[src/rtl/message_slicer_arbiter.sv]
// rtl/message_slicer_arbiter.sv - round-robin arbiter feeding one message_slicer from N_REQ word holders
module message_slicer_arbiter #(
   parameter int N_REQ        = 4,
   parameter int LOG_N_REQ    = 2,
   parameter int N_SLICES     = 4,
   parameter int LOG_N_SLICES = 2,
   parameter int WIDTH        = 8
) (
   input  logic                                clk,
   input  logic                                reset,
   input  logic [N_REQ*WIDTH*N_SLICES-1:0]     in_data,
   input  logic [N_REQ-1:0]                    in_nd,
   output logic [N_REQ-1:0]                    in_ready,
   output logic [WIDTH*N_SLICES-1:0]           out_data,
   output logic                                out_nd,
   output logic [LOG_N_REQ-1:0]                out_src,
   output logic                                error
);

   localparam int MW = WIDTH * N_SLICES;

   logic [MW-1:0]           hold [N_REQ];
   logic [N_REQ-1:0]        full;
   logic [LOG_N_SLICES-1:0] cnt;
   logic [LOG_N_REQ-1:0]    last;
   logic                    grant;
   logic [LOG_N_REQ-1:0]    winner;

   function automatic logic [LOG_N_REQ-1:0] rr_idx(input logic [LOG_N_REQ-1:0] base, input int offs);
      int s;
      s = int'(base) + offs;
      if (s >= N_REQ) s = s - N_REQ;
      return LOG_N_REQ'(s);
   endfunction

   assign in_ready = ~full;

   // First full holder after the last winner, only when the slicer has drained.
   always_comb begin
      grant  = 1'b0;
      winner = '0;
      if (cnt == '0) begin
         for (int i = 1; i <= N_REQ; i++) begin
            if (!grant && full[rr_idx(last, i)]) begin
               grant  = 1'b1;
               winner = rr_idx(last, i);
            end
         end
      end
   end

   always_ff @(posedge clk) begin
      if (reset) begin
         full     <= '0;
         cnt      <= '0;
         last     <= LOG_N_REQ'(N_REQ - 1);
         out_data <= '0;
         out_nd   <= 1'b0;
         out_src  <= '0;
         error    <= 1'b0;
         for (int r = 0; r < N_REQ; r++) hold[r] <= '0;
      end else begin
         out_nd <= grant;
         if (grant) begin
            out_data <= hold[winner];
            out_src  <= winner;
            last     <= winner;
            cnt      <= LOG_N_SLICES'(N_SLICES - 1);
         end else if (cnt != '0) begin
            cnt <= cnt - 1'b1;
         end
         // A holder being granted this edge can accept a new word without overflow.
         for (int r = 0; r < N_REQ; r++) begin
            if (in_nd[r]) begin
               if (!full[r] || (grant && winner == LOG_N_REQ'(r))) begin
                  hold[r] <= in_data[r*MW +: MW];
                  full[r] <= 1'b1;
               end else begin
                  error <= 1'b1;
               end
            end else if (grant && winner == LOG_N_REQ'(r)) begin
               full[r] <= 1'b0;
            end
         end
      end
   end

endmodule
[config.mk]
export PLATFORM = sky130hd
export DESIGN_NAME = message_slicer_arbiter
export DESIGN_NICKNAME = d
export VERILOG_FILES = /design/src/rtl/message_slicer_arbiter.sv
export SDC_FILE = /design/constraint.sdc
export NUM_CORES = 1
export LEC_CHECK = 0
export CAP_MARGIN = 20
export CORE_ASPECT_RATIO = 0.6
export CORE_MARGIN = 2
export CORE_UTILIZATION = 54
export CTS_CLUSTER_DIAMETER = 60
export DETAILED_ROUTE_END_ITERATION = 12
export GPL_TIMING_DRIVEN = 0
export HOLD_SLACK_MARGIN = 0.06
export PLACE_DENSITY = 0.88
export SYNTH_ARGS = -nofsm -noshare
export SYNTH_HDL_FRONTEND = slang
export SYNTH_SLANG_ARGS = --single-unit
[constraint.sdc]
create_clock -name clk -period 6 [get_ports clk]
set_input_delay 1.2 -clock clk [delete_from_list [all_inputs] [get_ports clk]]
set_output_delay 1.2 -clock clk [all_outputs]
set_load 0.005 [all_outputs]
Word-level counts from Yosys, hierarchy flattened
Memories as Yosys holds them, arrays and structs flattened. A register that Yosys moved wholly into a read port is not among the register bits.
Index checks and enable logic that the tools add are counted.
{"block": "classes", "n_addsub": 9, "magnitude_cmp": 8, "n_eq_ne": 7, "mux": 73, "bitwise_logic": 5, "reduce_logical": 30}
{"operator": "two-way mux 32 bit", "n": 4}
{"operator": "two-way mux 1 bit", "n": 50}
{"operator": "two-way mux 2 bit", "n": 15}
{"operator": "< comparator 2 x 3 -> 1 bit, second input constant", "n": 4}
{"operator": "nonzero test 2 bit", "n": 6}
{"operator": "subtractor 2 x 1 -> 2 bit, second input constant", "n": 5}
{"operator": ">= comparator 3 bit, second input constant", "n": 3}
{"operator": "binary-select mux 1 bit (select 2 bit)", "n": 4}
{"operator": "inequality test 2 x 1 -> 1 bit, second input constant", "n": 4}
{"operator": "AND reduction 2 bit", "n": 4}
{"operator": "logical AND 1 bit", "n": 7}
{"operator": "logical NOT 1 bit", "n": 7}
{"operator": "adder 2 x 2 -> 3 bit, second input constant", "n": 2}
{"operator": "adder 2 x 3 -> 4 bit, second input constant", "n": 1}
{"operator": "== test 2 bit, second input constant", "n": 2}
{"operator": ">= comparator 4 x 3 -> 1 bit, second input constant", "n": 1}
{"operator": "logical NOT 2 bit", "n": 2}
{"operator": "logical OR 1 bit", "n": 4}
{"operator": "NOT 4 bit", "n": 1}
{"operator": "bitwise OR 1 bit", "n": 4}
{"operator": "adder 2 x 1 -> 3 bit, second input constant", "n": 1}
{"operator": "== test 2 x 1 -> 1 bit, second input constant", "n": 1}
{"block": "word_totals", "register_bits": 12, "ram_bits": 128, "input_bits": 134, "elab_cells": 142, "memories": 1}
{"name": "hold", "words": 4, "word_bits": 32, "rd": 1, "rd_ports_with_merged_regs": 1, "write_ports": 4, "line_no": "22", "rtl": "logic [MW-1:0] hold [N_REQ];"}

Logic depth before layout (Yosys ltp)
{"block": "depth", "depth_word": 31, "mapped_depth": 8, "mapped_depth_nobuf": 7}

Worst setup path after synthesis
Ideal clock, no wire load.
{"block": "synth_path", "kind": "in2reg", "start": "input reset", "end": "memory hold[2][0] in the netlist's numbering, enable pin", "setup_ps": 388, "arrival_ps": 2754, "setup_slack_ps": 2858, "stages": 4, "path_cell_list": "clkbuf_1 -> buf_1 -> clkbuf_1 -> a21o_1"}
{"item": "from (decl)", "line_no": "10", "rtl": "input logic reset,"}
{"item": "to (decl)", "line_no": "22"}

==> flow_summary_export.csv <==
group,metric,value,unit
sta,relSlewSlack,0.496,
sta,period_minus_slack,3.31,ns
sta,setup_viol_count_final,0,
route,drtAntennaViolNets,0,
clocking,post_cts_resized,0,
route,vias,5509,
sta,finalHoldViolations,0,
global_routing,grt_pass1_vias,5226,
route,top_layer_used,"met4",
placed_design,numPortBuffers,172,
power,ir_worst_vdd,200,µV
logic_synthesis,synth_top_family_by_area,"simple AND/OR/NAND/NOR gates",
finish,area_growth,36.4,%
critical_path,critPathCaptureType,"flip-flop",
outcome,status,"finished clean",
route,wl_met3,2.89,mm
route,post_drt_wl_per_cell,23.0,µm
clocking,clk_latency,0.43,ns
global_routing,grt_pass1_wl,31.4,mm
min_path,hold_class,"reg2reg",
clocking,cts.sinks,172,
critical_path,r2r_cells,8,
logic_synthesis,netlist.area_leader.share,0.529,
global_routing,grt_max_degree,24,
placed_design,gp_routability_congestion,0.879,
finish,stdcell_area,9910,µm²
route,first_pass_iters,5,
floorplanning,die_w,154,µm
logic_synthesis,synth-xor-area-share,0,
route,vias_per_cell,5.98,
logic_synthesis,synth_seq_cells,172,
logic_synthesis,syn_inst,543,
sta,setup_ws,2.69,ns
clocking,cts_root_buf,"clkbuf_16",
floorplanning,die_y,93.9,µm
logic_synthesis,syn_area_per_cell,13.4,µm²
global_routing,antenna_found_initial,0,
floorplanning,core-area,13000,µm²
clocking,clkSlewWorstSetupHoldPaths,0.07,ns
logic_synthesis,synth_area_leader_cell,"edfxtp_1",
sta,max_freq,0.303,GHz
logic_synthesis,syn_area,7270,µm²
critical_path,r2r_start,"full[0]",
route,drc_errors,0,
critical_path,crit_fanout,18,
logic_synthesis,synth_mux_area_frac,0.0882,
sta,rsz0062_at_grt,"no",
finish,diodes,0,
route,wl_met1,9.12,mm
logic_synthesis,synthArstFlopShare,0,
critical_path,reg2reg_slack,2.69,ns
critical_path,path_class,"reg2reg",
clocking,numCtsBuffers,17,
floorplanning,start_util,0.560,
logic_synthesis,mappedNetlistNets,678,
sta,period_share,0.551,
finish,num-nets-final,873,
power,p_leak,3.80,nW
logic_synthesis,synth_compound_gate_area_share,0.0728,
clocking,cts_max_path_buffers,2,
floorplanning,rows,32,
sta,drv_slew,0,
critical_path,cp-startpoint,"full[0]",
floorplanning,pin_count,174,
placed_design,hpwl,15.6,mm
sta,tightest_slew,0.756,ns
critical_path,startpoint_type,"flip-flop",
critical_path,crit_end,"hold[1][3]",
logic_synthesis,synth-edff-count,128,
logic_synthesis,ys_warn_count,0,
route,wl_met2,8.94,mm
logic_synthesis,synthAdderAreaFrac,0.00172,
logic_synthesis,yosys.area_share.simple,0.159,
logic_synthesis,synthTopCellsByArea,"edfxtp_1 53%, dfxtp_1 12%, mux2i_1 8.8%",
logic_synthesis,synth.distinct_cells,38,
sta,setup_tns,0,ns
placed_design,post-place-ws,2.49,ns
power,powerDensity,331,nW/µm²
finish,drive_gt1_frac,0.0706,
clocking,cts_tree,"done",
logic_synthesis,seq_area_frac_synth,0.650,
sta,final.setup_skew,0.00899,ns
placed_design,placed_cell_area,9310,µm²
clocking,cts_max_level,4,
clocking,post-cts-setup-buffer-count,0,
clocking,ctsHoldBuffers,0,
global_routing,grt_use_total,0.301,
floorplanning,dieArea,14400,µm²
logic_synthesis,synth_ff_type,"edfxtp_1",
route,wl,21.2,mm
critical_path,crit_required,6.13,ns
critical_path,timing.rr.end,"hold[1][3]",
critical_path,arrival,3.44,ns
global_routing,overflow,0,
route,drtIter0Drc,630,
flow_run,maxCapViolations,0,
## routing by layer
| metal | up-vias | GRT usage |
|---|---|---|
| met5 | - | 0 |
| met4 | 0 | 0.0703 |
| met3 | 26 | 0.104 |
| met2 | 365 | 0.430 |
| met1 | 2667 | 0.444 |
| li1 | 2451 | - |
## sequential cells by signal, summed over array words and instances (netlist names)
name      count
hold        128
out_data     32
full          4
cnt           2
last          2
out_src       2
error         1
out_nd        1
## cells in the mapped netlist, types with 3 or more instances
cell type / number
nor4b_1: 32
mux2i_1: 64
clkbuf_1: 30
a21oi_1: 7
nor2b_1: 3
nand3_1: 5
buf_2: 6
nand2_1: 37
edfxtp_1: 128
and3_1: 33
nor2_1: 10
clkbuf_2: 4
o221ai_1: 33
inv_1: 11
a21o_1: 5
dfxtp_1: 44
and2_1: 64
## per-stage QoR
stage               power, mW  utilization  std cells  hold WS, ns
detailed placement       2.15        0.718        889        0.453
global placement         2.12        0.709        885        0.445
finish                   3.28        0.764        921        0.466
CTS                      3.27        0.764        921        0.468
floorplan                1.81            -        543        0.437
global route             3.37        0.764        921        0.493
## logic make-up (layout without fill, tap and decap cells)
group                      Yosys count  in the layout
buffers and inverters               52            260
AOI/OAI and AO/OA                   64             64
muxes                               64             64
adders and majority gates            1              1
and+or+nand+nor                    190            190
DFF                                172            172
## cells in the final DEF, fill, tap and decap left out, types with 5 or more instances in the layout
master,count
a21o_1,5
clkbuf_1,30
a21oi_1,7
edfxtp_1,128
inv_6,7
nor2_1,10
buf_2,6
dfxtp_1,44
nor4b_1,32
clkdlybuf4s50_1,172
and3_1,33
inv_1,11
and2_1,64
nand3_1,5
o221ai_1,33
clkbuf_16,17
mux2i_1,64
nand2_1,37
## how the worst min path moves through the flow
| stage | depth (start not counted) | start | to |
|---|---|---|---|
| floorplan | 1 | cnt[0] | cnt[0] |
| global placement | 2 | out_data[20] | out_data[20] |
| detailed placement | 2 | out_data[15] | out_data[15] |
| CTS | 2 | out_data[15] | out_data[15] |
| global route | 2 | out_data[15] | out_data[15] |
| finish | 2 | out_data[15] | out_data[15] |
## worst max-delay path, cell delays in order, from the launching register on
cell and delay, ns:
dfxtp_1 0.30, clkbuf_2 0.18, inv_1 0.14, nand3_1 0.20
and3_1 0.28, o21ai_1 0.55, clkbuf_1 0.41, a21o_1 0.68
buf_16 0.24
## final cells by class
| class | count | area [µm²] |
|---|---|---|
| clock buffers | 17 | 425 |
| repair buffers | 176 | 1830 |
| inverters | 11 | 41.3 |
| fillers | 812 | 3060 |
| clock inverters | 15 | 175 |
| well taps | 170 | 213 |
| plain buffers | 41 | 166 |
| multi-input cells | 319 | 2330 |
| flip-flops and latches | 172 | 4720 |
## where the power goes
part / internal, mW / total, mW / leakage [nW] / switching (mW)
logic: 0.310 / 0.665 / 1.76 / 0.354
clock network: 0.631 / 1.13 / 0.292 / 0.499
registers: 1.42 / 1.49 / 1.75 / 0.0614
No activity file was read; power rests on OpenSTA's default activity.
